File: config.mk
export PLATFORM = sky130hd
export DESIGN_NAME = operand_fetch_flat
export DESIGN_NICKNAME = d
export VERILOG_FILES = /design/src/rtl/mips_pkg.sv /design/src/rtl/operand_fetch_if.sv /design/src/rtl/regfile_2r1w.sv /design/src/rtl/operand_fetch.sv /design/src/flat_wrapper.sv
export SDC_FILE = /design/constraint.sdc
export NUM_CORES = 2
export LEC_CHECK = 0
export CORE_MARGIN = 5
export CORE_UTILIZATION = 55
export CTS_BUF_LIST = sky130_fd_sc_hd__clkbuf_16
export DETAILED_ROUTE_END_ITERATION = 8
export PLACE_DENSITY = 0.76
export SYNTH_ARGS = -nofsm -noshare
export SYNTH_HDL_FRONTEND = slang
export SYNTH_HIERARCHICAL = 1
export SYNTH_SLANG_ARGS = --single-unit
File: constraint.sdc
create_clock -name clk -period 2.5 [get_ports clk]
set_input_delay 0.5 -clock clk [delete_from_list [all_inputs] [get_ports clk]]
set_output_delay 0.5 -clock clk [all_outputs]
set_load 0.02 [all_outputs]
File: src/rtl/mips_pkg.sv
// Shared types and constants for the operand-fetch / execute boundary.
// Holds widths, word types and the ID/EX bundle passed to execute.
package mips_pkg;

  localparam int DATA_W     = 32;
  localparam int REG_ADDR_W = 5;
  localparam int NUM_REGS   = 32;

  typedef logic [DATA_W-1:0]     word_t;
  typedef logic [2*DATA_W-1:0]   dword_t;
  typedef logic [REG_ADDR_W-1:0] reg_addr_t;

  typedef struct packed {
    word_t     op1;
    word_t     op2;
    reg_addr_t rd;
    logic      hilo;
  } id_ex_t;

endpackage

File: src/rtl/operand_fetch_if.sv
// Decode, execute and writeback signals of operand_fetch.
// slave: the operand_fetch side; master: decode/execute side.
interface operand_fetch_if;
  import mips_pkg::*;

  logic      in_valid;
  logic      in_ready;
  reg_addr_t rs_addr;
  reg_addr_t rt_addr;
  reg_addr_t rd_addr;
  word_t     imm;
  logic      use_imm;
  logic      wr_hilo;

  logic      ex_valid;
  logic      ex_ready;
  word_t     op1;
  word_t     op2;
  reg_addr_t ex_rd;
  logic      ex_hilo;

  logic      wb_valid;
  reg_addr_t wb_rd;
  logic      wb_hilo;
  dword_t    wb_result;
  logic      wb_zero;

  word_t     hi;
  word_t     lo;
  logic      zero_q;

  modport slave (
    input  in_valid, rs_addr, rt_addr, rd_addr,
    input  imm, use_imm, wr_hilo, ex_ready,
    input  wb_valid, wb_rd, wb_hilo, wb_result, wb_zero,
    output in_ready, ex_valid, op1, op2, ex_rd, ex_hilo,
    output hi, lo, zero_q
  );

  modport master (
    output in_valid, rs_addr, rt_addr, rd_addr,
    output imm, use_imm, wr_hilo, ex_ready,
    output wb_valid, wb_rd, wb_hilo, wb_result, wb_zero,
    input  in_ready, ex_valid, op1, op2, ex_rd, ex_hilo,
    input  hi, lo, zero_q
  );

endinterface

File: src/rtl/regfile_2r1w.sv
// 32x32 GPR file: two async read ports, one write port.
// Ports: ra1/ra2 -> rd1/rd2, we/wa/wd write; r0 reads 0, write-first.
module regfile_2r1w
  import mips_pkg::*;
(
  input  logic      clk,
  input  logic      reset,
  input  reg_addr_t ra1,
  input  reg_addr_t ra2,
  output word_t     rd1,
  output word_t     rd2,
  input  logic      we,
  input  reg_addr_t wa,
  input  word_t     wd
);

  word_t regs_q [NUM_REGS];
  word_t regs_d [NUM_REGS];
  logic  wr_en;

  assign wr_en = we && (wa != '0);

  always_comb begin
    regs_d = regs_q;
    if (wr_en) regs_d[wa] = wd;
  end

  always_ff @(posedge clk) begin
    if (reset) regs_q <= '{default: '0};
    else       regs_q <= regs_d;
  end

  // Same-cycle writes are forwarded so readers never see stale data.
  always_comb begin
    rd1 = regs_q[ra1];
    rd2 = regs_q[ra2];
    if (wr_en && wa == ra1) rd1 = wd;
    if (wr_en && wa == ra2) rd2 = wd;
    if (ra1 == '0) rd1 = '0;
    if (ra2 == '0) rd2 = '0;
  end

endmodule

File: src/rtl/operand_fetch.sv
// Operand fetch: regfile read, RAW scoreboard, ID/EX register, writeback.
// Ports: clk, reset, bus (operand_fetch_if.slave).
module operand_fetch
  import mips_pkg::*;
(
  input  logic            clk,
  input  logic            reset,
  operand_fetch_if.slave  bus
);

  word_t rd1, rd2;
  logic  gpr_we;

  assign gpr_we = bus.wb_valid && !bus.wb_hilo;

  regfile_2r1w u_rf (
    .clk   (clk),
    .reset (reset),
    .ra1   (bus.rs_addr),
    .ra2   (bus.rt_addr),
    .rd1   (rd1),
    .rd2   (rd2),
    .we    (gpr_we),
    .wa    (bus.wb_rd),
    .wd    (bus.wb_result[DATA_W-1:0])
  );

  logic [NUM_REGS-1:0] pend_q, pend_d;
  logic [NUM_REGS-1:0] clr, set;
  logic                hpend_q, hpend_d;
  logic                hclr;
  id_ex_t              pipe_q, pipe_d;
  logic                valid_q, valid_d;
  word_t               hi_q, hi_d;
  word_t               lo_q, lo_d;
  logic                zero_q, zero_d;
  logic                hz, ready, accept;

  always_comb begin
    clr = '0;
    if (gpr_we) clr[bus.wb_rd] = 1'b1;
    clr[0] = 1'b0;
    hclr = bus.wb_valid && bus.wb_hilo;

    // A writeback landing this cycle resolves the hazard via bypass.
    hz = (pend_q[bus.rs_addr] && !clr[bus.rs_addr])
       || (!bus.use_imm && pend_q[bus.rt_addr]
           && !clr[bus.rt_addr])
       || (bus.wr_hilo && hpend_q && !hclr);
    ready  = !hz && (!valid_q || bus.ex_ready);
    accept = bus.in_valid && ready;

    set = '0;
    if (accept && !bus.wr_hilo) set[bus.rd_addr] = 1'b1;
    set[0] = 1'b0;
    pend_d  = (pend_q & ~clr) | set;
    hpend_d = (hpend_q && !hclr) || (accept && bus.wr_hilo);

    pipe_d  = pipe_q;
    valid_d = valid_q;
    if (accept) begin
      pipe_d.op1  = rd1;
      pipe_d.op2  = bus.use_imm ? bus.imm : rd2;
      pipe_d.rd   = bus.rd_addr;
      pipe_d.hilo = bus.wr_hilo;
      valid_d     = 1'b1;
    end else if (bus.ex_ready) begin
      valid_d = 1'b0;
    end

    hi_d   = hi_q;
    lo_d   = lo_q;
    zero_d = zero_q;
    if (bus.wb_valid) begin
      zero_d = bus.wb_zero;
      if (bus.wb_hilo) begin
        hi_d = bus.wb_result[2*DATA_W-1:DATA_W];
        lo_d = bus.wb_result[DATA_W-1:0];
      end
    end
  end

  always_ff @(posedge clk) begin
    if (reset) begin
      pend_q  <= '0;
      hpend_q <= 1'b0;
      pipe_q  <= '0;
      valid_q <= 1'b0;
      hi_q    <= '0;
      lo_q    <= '0;
      zero_q  <= 1'b0;
    end else begin
      pend_q  <= pend_d;
      hpend_q <= hpend_d;
      pipe_q  <= pipe_d;
      valid_q <= valid_d;
      hi_q    <= hi_d;
      lo_q    <= lo_d;
      zero_q  <= zero_d;
    end
  end

  assign bus.in_ready = ready;
  assign bus.ex_valid = valid_q;
  assign bus.op1      = pipe_q.op1;
  assign bus.op2      = pipe_q.op2;
  assign bus.ex_rd    = pipe_q.rd;
  assign bus.ex_hilo  = pipe_q.hilo;
  assign bus.hi       = hi_q;
  assign bus.lo       = lo_q;
  assign bus.zero_q   = zero_q;

endmodule

File: src/flat_wrapper.sv
// flat-port wrapper written by rule: the top's interface ports become plain ports
module operand_fetch_flat import mips_pkg::*;
  (clk, reset, bus_in_valid, bus_rs_addr, bus_rt_addr, bus_rd_addr, bus_imm, bus_use_imm, bus_wr_hilo, bus_ex_ready, bus_wb_valid, bus_wb_rd, bus_wb_hilo, bus_wb_result, bus_wb_zero, bus_in_ready, bus_ex_valid, bus_op1, bus_op2, bus_ex_rd, bus_ex_hilo, bus_hi, bus_lo, bus_zero_q);
  operand_fetch_if bus_i ();
  input  logic clk;
  input  logic reset;
  input wire logic [$bits(bus_i.in_valid)-1:0] bus_in_valid;
  input wire logic [$bits(bus_i.rs_addr)-1:0] bus_rs_addr;
  input wire logic [$bits(bus_i.rt_addr)-1:0] bus_rt_addr;
  input wire logic [$bits(bus_i.rd_addr)-1:0] bus_rd_addr;
  input wire logic [$bits(bus_i.imm)-1:0] bus_imm;
  input wire logic [$bits(bus_i.use_imm)-1:0] bus_use_imm;
  input wire logic [$bits(bus_i.wr_hilo)-1:0] bus_wr_hilo;
  input wire logic [$bits(bus_i.ex_ready)-1:0] bus_ex_ready;
  input wire logic [$bits(bus_i.wb_valid)-1:0] bus_wb_valid;
  input wire logic [$bits(bus_i.wb_rd)-1:0] bus_wb_rd;
  input wire logic [$bits(bus_i.wb_hilo)-1:0] bus_wb_hilo;
  input wire logic [$bits(bus_i.wb_result)-1:0] bus_wb_result;
  input wire logic [$bits(bus_i.wb_zero)-1:0] bus_wb_zero;
  output wire logic [$bits(bus_i.in_ready)-1:0] bus_in_ready;
  output wire logic [$bits(bus_i.ex_valid)-1:0] bus_ex_valid;
  output wire logic [$bits(bus_i.op1)-1:0] bus_op1;
  output wire logic [$bits(bus_i.op2)-1:0] bus_op2;
  output wire logic [$bits(bus_i.ex_rd)-1:0] bus_ex_rd;
  output wire logic [$bits(bus_i.ex_hilo)-1:0] bus_ex_hilo;
  output wire logic [$bits(bus_i.hi)-1:0] bus_hi;
  output wire logic [$bits(bus_i.lo)-1:0] bus_lo;
  output wire logic [$bits(bus_i.zero_q)-1:0] bus_zero_q;
  assign bus_i.in_valid = bus_in_valid;
  assign bus_i.rs_addr = bus_rs_addr;
  assign bus_i.rt_addr = bus_rt_addr;
  assign bus_i.rd_addr = bus_rd_addr;
  assign bus_i.imm = bus_imm;
  assign bus_i.use_imm = bus_use_imm;
  assign bus_i.wr_hilo = bus_wr_hilo;
  assign bus_i.ex_ready = bus_ex_ready;
  assign bus_i.wb_valid = bus_wb_valid;
  assign bus_i.wb_rd = bus_wb_rd;
  assign bus_i.wb_hilo = bus_wb_hilo;
  assign bus_i.wb_result = bus_wb_result;
  assign bus_i.wb_zero = bus_wb_zero;
  assign bus_in_ready = bus_i.in_ready;
  assign bus_ex_valid = bus_i.ex_valid;
  assign bus_op1 = bus_i.op1;
  assign bus_op2 = bus_i.op2;
  assign bus_ex_rd = bus_i.ex_rd;
  assign bus_ex_hilo = bus_i.ex_hilo;
  assign bus_hi = bus_i.hi;
  assign bus_lo = bus_i.lo;
  assign bus_zero_q = bus_i.zero_q;
  operand_fetch u_core (.clk(clk), .reset(reset), .bus(bus_i));
endmodule
# ---- Word level (Yosys, flattened, before mapping)
# Index checks and enable logic that the tools add are counted.
dict set report op_classes {
  order_cmp 10
  n_eq_ne 2
  n_mux 30
  n_bitwise 6
  reduce_logical 35
}
# operator count
set op_table {}
lappend op_table {{$bwmux W1024} 1}
lappend op_table {{$mux W32} 12}
lappend op_table {{$bmux W32 S5} 2}
lappend op_table {{$demux W32 S5} 1}
lappend op_table {{$and A32 B32 Y32} 1}
lappend op_table {{$not A32 Y32} 1}
lappend op_table {{$or A32 B32 Y32} 1}
lappend op_table {{$lt A5 B6 Y1 const B} 4}
lappend op_table {{$bmux W1 S5} 4}
lappend op_table {{$ge A6 B6 Y1 const B} 3}
lappend op_table {{$logic_and A1 B1 Y1} 18}
lappend op_table {{$not A5 Y6} 3}
lappend op_table {{$demux W1 S5} 2}
lappend op_table {{$eq A5 B5 Y1} 2}
lappend op_table {{$ge A5 B1 Y1 const B} 2}
lappend op_table {{$logic_not A5 Y1} 2}
lappend op_table {{$logic_not A1 Y1} 8}
lappend op_table {{$mux W1} 8}
lappend op_table {{$lt A6 B1 Y1 const B} 1}
lappend op_table {{$reduce_bool A5 Y1} 1}
lappend op_table {{$logic_or A1 B1 Y1} 4}
lappend op_table {{$reduce_and A2 Y1} 1}
lappend op_table {{$reduce_bool A2 Y1} 1}
dict set report totals {
  register_bits 1193
  in_bits 125
  wordCells 125
}

# ---- Depth between registers and ports, before layout
dict set report logic_depth {
  word_depth 17
  depth_mapped 12
}

# ---- Modules after synthesis
# Netlist, hierarchy kept.
# mod n_inst cells_each area_per_inst_um2 seq_area_each_um2
set modules_own_cells {}
lappend modules_own_cells {regfile_2r1w 1 6076 52992.1 20499.7}
lappend modules_own_cells {operand_fetch 1 872 7527.2 3363.2}

# ---- Least setup slack after synthesis
# Ideal clock, no wire load.
dict set report synth_path {
  path_type {input to output}
  from {in bus_rs_addr[0]}
  to {out bus_in_ready}
  arrival_ns 2.452
  t_required_ns 2.000
  setup_slack_ns -0.452
  stages 9
  cell_sequence {buf_2 -> buf_6 -> mux4_2 -> mux2i_1 -> mux2i_1 -> a32oi_1 -> o211ai_1 -> clkbuf_1 -> a21oi_1}
}
dict set report synth_between {
  elab_chain_len 8
}
# item line
set synth_lines {}
lappend synth_lines {{start: declaration} flat_wrapper.sv:8} ;# input wire logic [$bits(bus_i.rs_addr)-1:0] bus_rs_addr;
lappend synth_lines {{$bmux W1 S5} operand_fetch.sv:46} ;# hz = (pend_q[bus.rs_addr] && !clr[bus.rs_addr])
lappend synth_lines {{$mux W1 (not written as such)} operand_fetch.sv:46}
lappend synth_lines {{$logic_not A1 Y1} operand_fetch.sv:46}
lappend synth_lines {{$logic_and A1 B1 Y1 (*)} operand_fetch.sv:46}
lappend synth_lines {{$logic_or A1 B1 Y1 (*)} operand_fetch.sv:47} ;# || (!bus.use_imm && pend_q[bus.rt_addr]
lappend synth_lines {{$logic_or A1 B1 Y1 (*)} operand_fetch.sv:49} ;# || (bus.wr_hilo && hpend_q && !hclr);
lappend synth_lines {{$logic_not A1 Y1 (*)} operand_fetch.sv:50} ;# ready = !hz && (!valid_q || bus.ex_ready);
lappend synth_lines {{$logic_and A1 B1 Y1 (*)} operand_fetch.sv:50}
lappend synth_lines {{end: declaration} flat_wrapper.sv:20} ;# output wire logic [$bits(bus_i.in_ready)-1:0] bus_in_ready;
# Every way passes the cells marked *; elsewhere a longest branch is shown, timed or not. The select of a mux whose other input is x is not followed.

# ---- Worst setup path after layout
dict set report layout_path {
  from {reg u_core.pend_q[20]}
  to {out bus_in_ready}
}
dict set report layout_between {
  elab_chain_len 8
}
# item line
set layout_lines {}
lappend layout_lines {{start: declaration} operand_fetch.sv:28} ;# logic [NUM_REGS-1:0] pend_q, pend_d;
lappend layout_lines {{start signal: assignment} operand_fetch.sv:93} ;# pend_q <= pend_d;
lappend layout_lines {{$bmux W1 S5} operand_fetch.sv:47}
lappend layout_lines {{$mux W1 (not written as such)} operand_fetch.sv:47}
lappend layout_lines {{$logic_and A1 B1 Y1} operand_fetch.sv:47}
lappend layout_lines {{$logic_and A1 B1 Y1} operand_fetch.sv:48} ;# && !clr[bus.rt_addr])
lappend layout_lines {{$logic_or A1 B1 Y1 (*)} operand_fetch.sv:47}
lappend layout_lines {{$logic_or A1 B1 Y1 (*)} operand_fetch.sv:49}
lappend layout_lines {{$logic_not A1 Y1 (*)} operand_fetch.sv:50}
lappend layout_lines {{$logic_and A1 B1 Y1 (*)} operand_fetch.sv:50}
# Marked as above.

==> results.json <==
{
  "cp-end-kind": "primary output",
  "multiInputGateArea_mm2": 0.0339,
  "violations": "negative setup slack",
  "min_from": "reset",
  "fmax_mhz": 321,
  "synthCells": 6948,
  "fin_crit_ps": 3110,
  "finalHoldViolCount": 0,
  "wl_mm": 268,
  "ys_seq_area_share_pct": 39.4,
  "gr-usage-all-layers_pct": 43.4,
  "final_util_pct": 67.4,
  "dieArea_mm2": 0.117,
  "cts_inserted_buffers": 121,
  "p_per_area_mw_per_mm2": 582,
  "rows": 121,
  "drt-wirelength-per-cell_um": 30.3,
  "whs_path_depth": 2,
  "ctsHtreeMaxLevel": 3,
  "r2r_cells": 13,
  "arrival_ps": 2610,
  "status": "finished, violations left",
  "crit_path_max_incr_delay_ps": 460,
  "synthesis.yosys.warnings": 6,
  "clock_skew_ps": 37.2,
  "worstReg2RegStart": "u_core/pend_q[10]",
  "dr.pass1.iters": 9,
  "maxSlewHeadroom_pct": 30.9,
  "vdd_drop_max_uv": 669,
  "async_reset_ff_share_pct": 0,
  "r2r_end": "u_core/pend_q[28]",
  "synth_flop_cell": "dfxtp_1",
  "die_h_um": 342,
  "rsz0062_at_grt": "yes",
  "drt_iter0_markers": 11000,
  "cts_max_path_buffers": 3,
  "numClockSinks": 1192,
  "finalCritPeriodShare_pct": 124,
  "synth.distinct_cells": 80,
  "cp.required_ps": 2000,
  "path_clk_slew_ps": 70,
  "critical_path.top_delay_family": "multiplexers",
  "first_global_vias": 57300,
  "vias_per_cell": 6.95,
  "dpl.hpwl_mm": 175,
  "r2r_slack_ps": -220,
  "worst_pin_slew_ps": 1040,
  "antenna_left": 0,
  "num_vias": 61400,
  "cap_viol_max_count": 0,
  "cts_tree": "yes",
  "finalMaxSlewViolations": 0,
  "final_nets": 7437,
  "total_power_w": 0.0427,
  "crit_path_frequent_cell": "mux2i_1",
  "initial_core_util_pct": 55.5,
  "antenna_found_initial": 13,
  "areaGrowthSynthToFinish_pct": 21.4,
  "crit_path_start_kind": "flip-flop",
  "critPathBufInv": 1,
  "gp_congestion": 1.07,
  "cts_root_buf": "clkbuf_16",
  "postPlaceCellArea_mm2": 0.0687,
  "syn_area_mm2": 0.0605,
  "total_leakage_power_nw": 25.7,
  "crit_path_max_fanout": 3,
  "crit_type": "reg2out",
  "slowest_stage": "mux4_2",
  "synth_top_area_share_pct": 39.4,
  "synth_nets": 7073,
  "grt_max_degree": 159,
  "io_pins": 262,
  "worstSkewPairLatency_ps": 760,
  "grt.overflow.total": 0,
  "drc": 0,
  "min_to": "u_core/bus.ex_valid",
  "fp.dieW_um": 342,
  "yosysTopAreaCell": "dfxtp_1",
  "grt_pass1_wl_mm": 379,
  "synth-seq-cells": 1192,
  "synth_area_per_cell_um2": 8.71,
  "setup_viol_count_final": 72,
  "final_cell_mix": "nand2_1 (2212), dfxtp_1 (1187), a21oi_1 (1143), buf_4 (514), mux4_2 (396)",
  "layout-drive-gt1-share_pct": 20.6,
  "fillCellCount": 8131,
  "setup_slack_ps": -611,
  "hold_path_class": "in2reg",
  "core_mm2": 0.109,
  "port_buffers": 261,
  "path_cells": "mux4_2, mux2i_1, mux2i_1, a32oi_1, o211ai_1, a21oi_4, buf_6",
  "yosys-top-cells-area": "dfxtp_1 (39%), mux4_2 (15%), nand2_1 (14%)",
  "layout_commonest_cell": "nand2_1",
  "stdcell_area_mm2": 0.0735,
  "synth_edf_count": 0,
  "ff_latch_area_mm2": 0.0239
}
-- logic make-up after synthesis --
family	Yosys count	share of synthesized area, %
xor gates and xnor gates	19	0.275
and+or+nand+nor	2661	17.9
AOI/OAI and AO/OA	1613	15.3
muxes	732	21.2
buffers and inverters	731	5.96
DFF	1192	39.4
-- area by class of cell --
cell class                 count  area share (%)
timing repair buffer         965            13.8
antenna                       10          0.0341
tap                         1414            2.41
sequential                  1192            32.5
inverter                       6          0.0307
clock inverter               101           0.952
clock buffer                 123            4.19
multi-input combinational   5026            46.1
-- per-layer routing --
layer	track usage, %	vias to the layer above	part of all wire [%]
li1	-	25200	-
met1	52.0	28900	32
met2	60.6	5733	40
met3	18.5	1599	17
met4	35.1	12	11
met5	0	-	0.027
-- synth_stat cells, types with 63 or more instances --
cell type and number:
a21oi_1 1153, buf_2 146, clkbuf_1 443, dfxtp_1 1192, mux2_2 78, mux2i_1 230
mux4_2 396, nand2_1 2213, nor2_1 123, nor2b_1 63, nor3_1 74, o21ai_0 84
o22ai_1 96
-- repair_timing --
item,CTS,global route
pin swaps,5,18
setup buffers,9,7
endpoints found under the setup margin,52,94
hold buffers,0,0
cloned,0,9
gates resized for setup,58,110
-- worst max path at each step --
stage / startpoint / end / slack [ps] / cells after the start
after global routing: u_core/pend_q[20] / bus_in_ready / -690 / 7
after detailed placement: bus_wb_rd[4] / u_core/bus.op2[5] / -1440 / 12
final: u_core/pend_q[20] / bus_in_ready / -610 / 7
after floorplan: bus_rs_addr[0] / bus_in_ready / -150 / 9
after CTS: u_core/pend_q[28] / bus_in_ready / -590 / 7
after global placement: bus_wb_rd[4] / u_core/bus.op2[5] / -1440 / 12
-- flip-flops by register name, summed over array words and instances, names as in the netlist --
| signal | count |
|---|---|
| u_core/hpend_q | 1 |
| u_core/bus.zero_q | 1 |
| u_core/bus.lo | 32 |
| u_core/bus.op2 | 32 |
| u_core/u_rf/regs_q | 1024 |
| u_core/bus.ex_hilo | 1 |
| u_core/pend_q | 31 |
| u_core/bus.hi | 32 |
| u_core/bus.ex_valid | 1 |
| u_core/bus.op1 | 32 |
| u_core/bus.ex_rd | 5 |
-- per-stage QoR --
stage               setup slack (ps)  cells  hold slack, ps  TNS (ps)
floorplan                       -155   6948             433     -3010
global placement               -1440   8579             442   -375970
detailed placement             -1440   8579             447   -387400
CTS                             -590   8811             141      -703
global route                    -687   8829             211    -11730
finish                          -611   8837             198     -7420
-- worst reg2reg max path: stages, from the launching register on --
cell	delay (ps)
dfxtp_1	320
buf_4	140
nor3b_1	390
a211oi_1	110
buf_4	160
nand2_1	100
o311ai_4	130
buf_4	180
buf_6	120
a21boi_4	190
buf_12	150
nand4_4	180
buf_12	210
o31ai_4	230
-- power breakdown --
group          switching (W)  leakage [nW]  internal, W
Combinational        0.00347          14.1      0.00209
Clock                0.00811          1.97      0.00969
Sequential          0.000184          9.62       0.0192
Note: power is estimated with default switching activity, not from simulation.
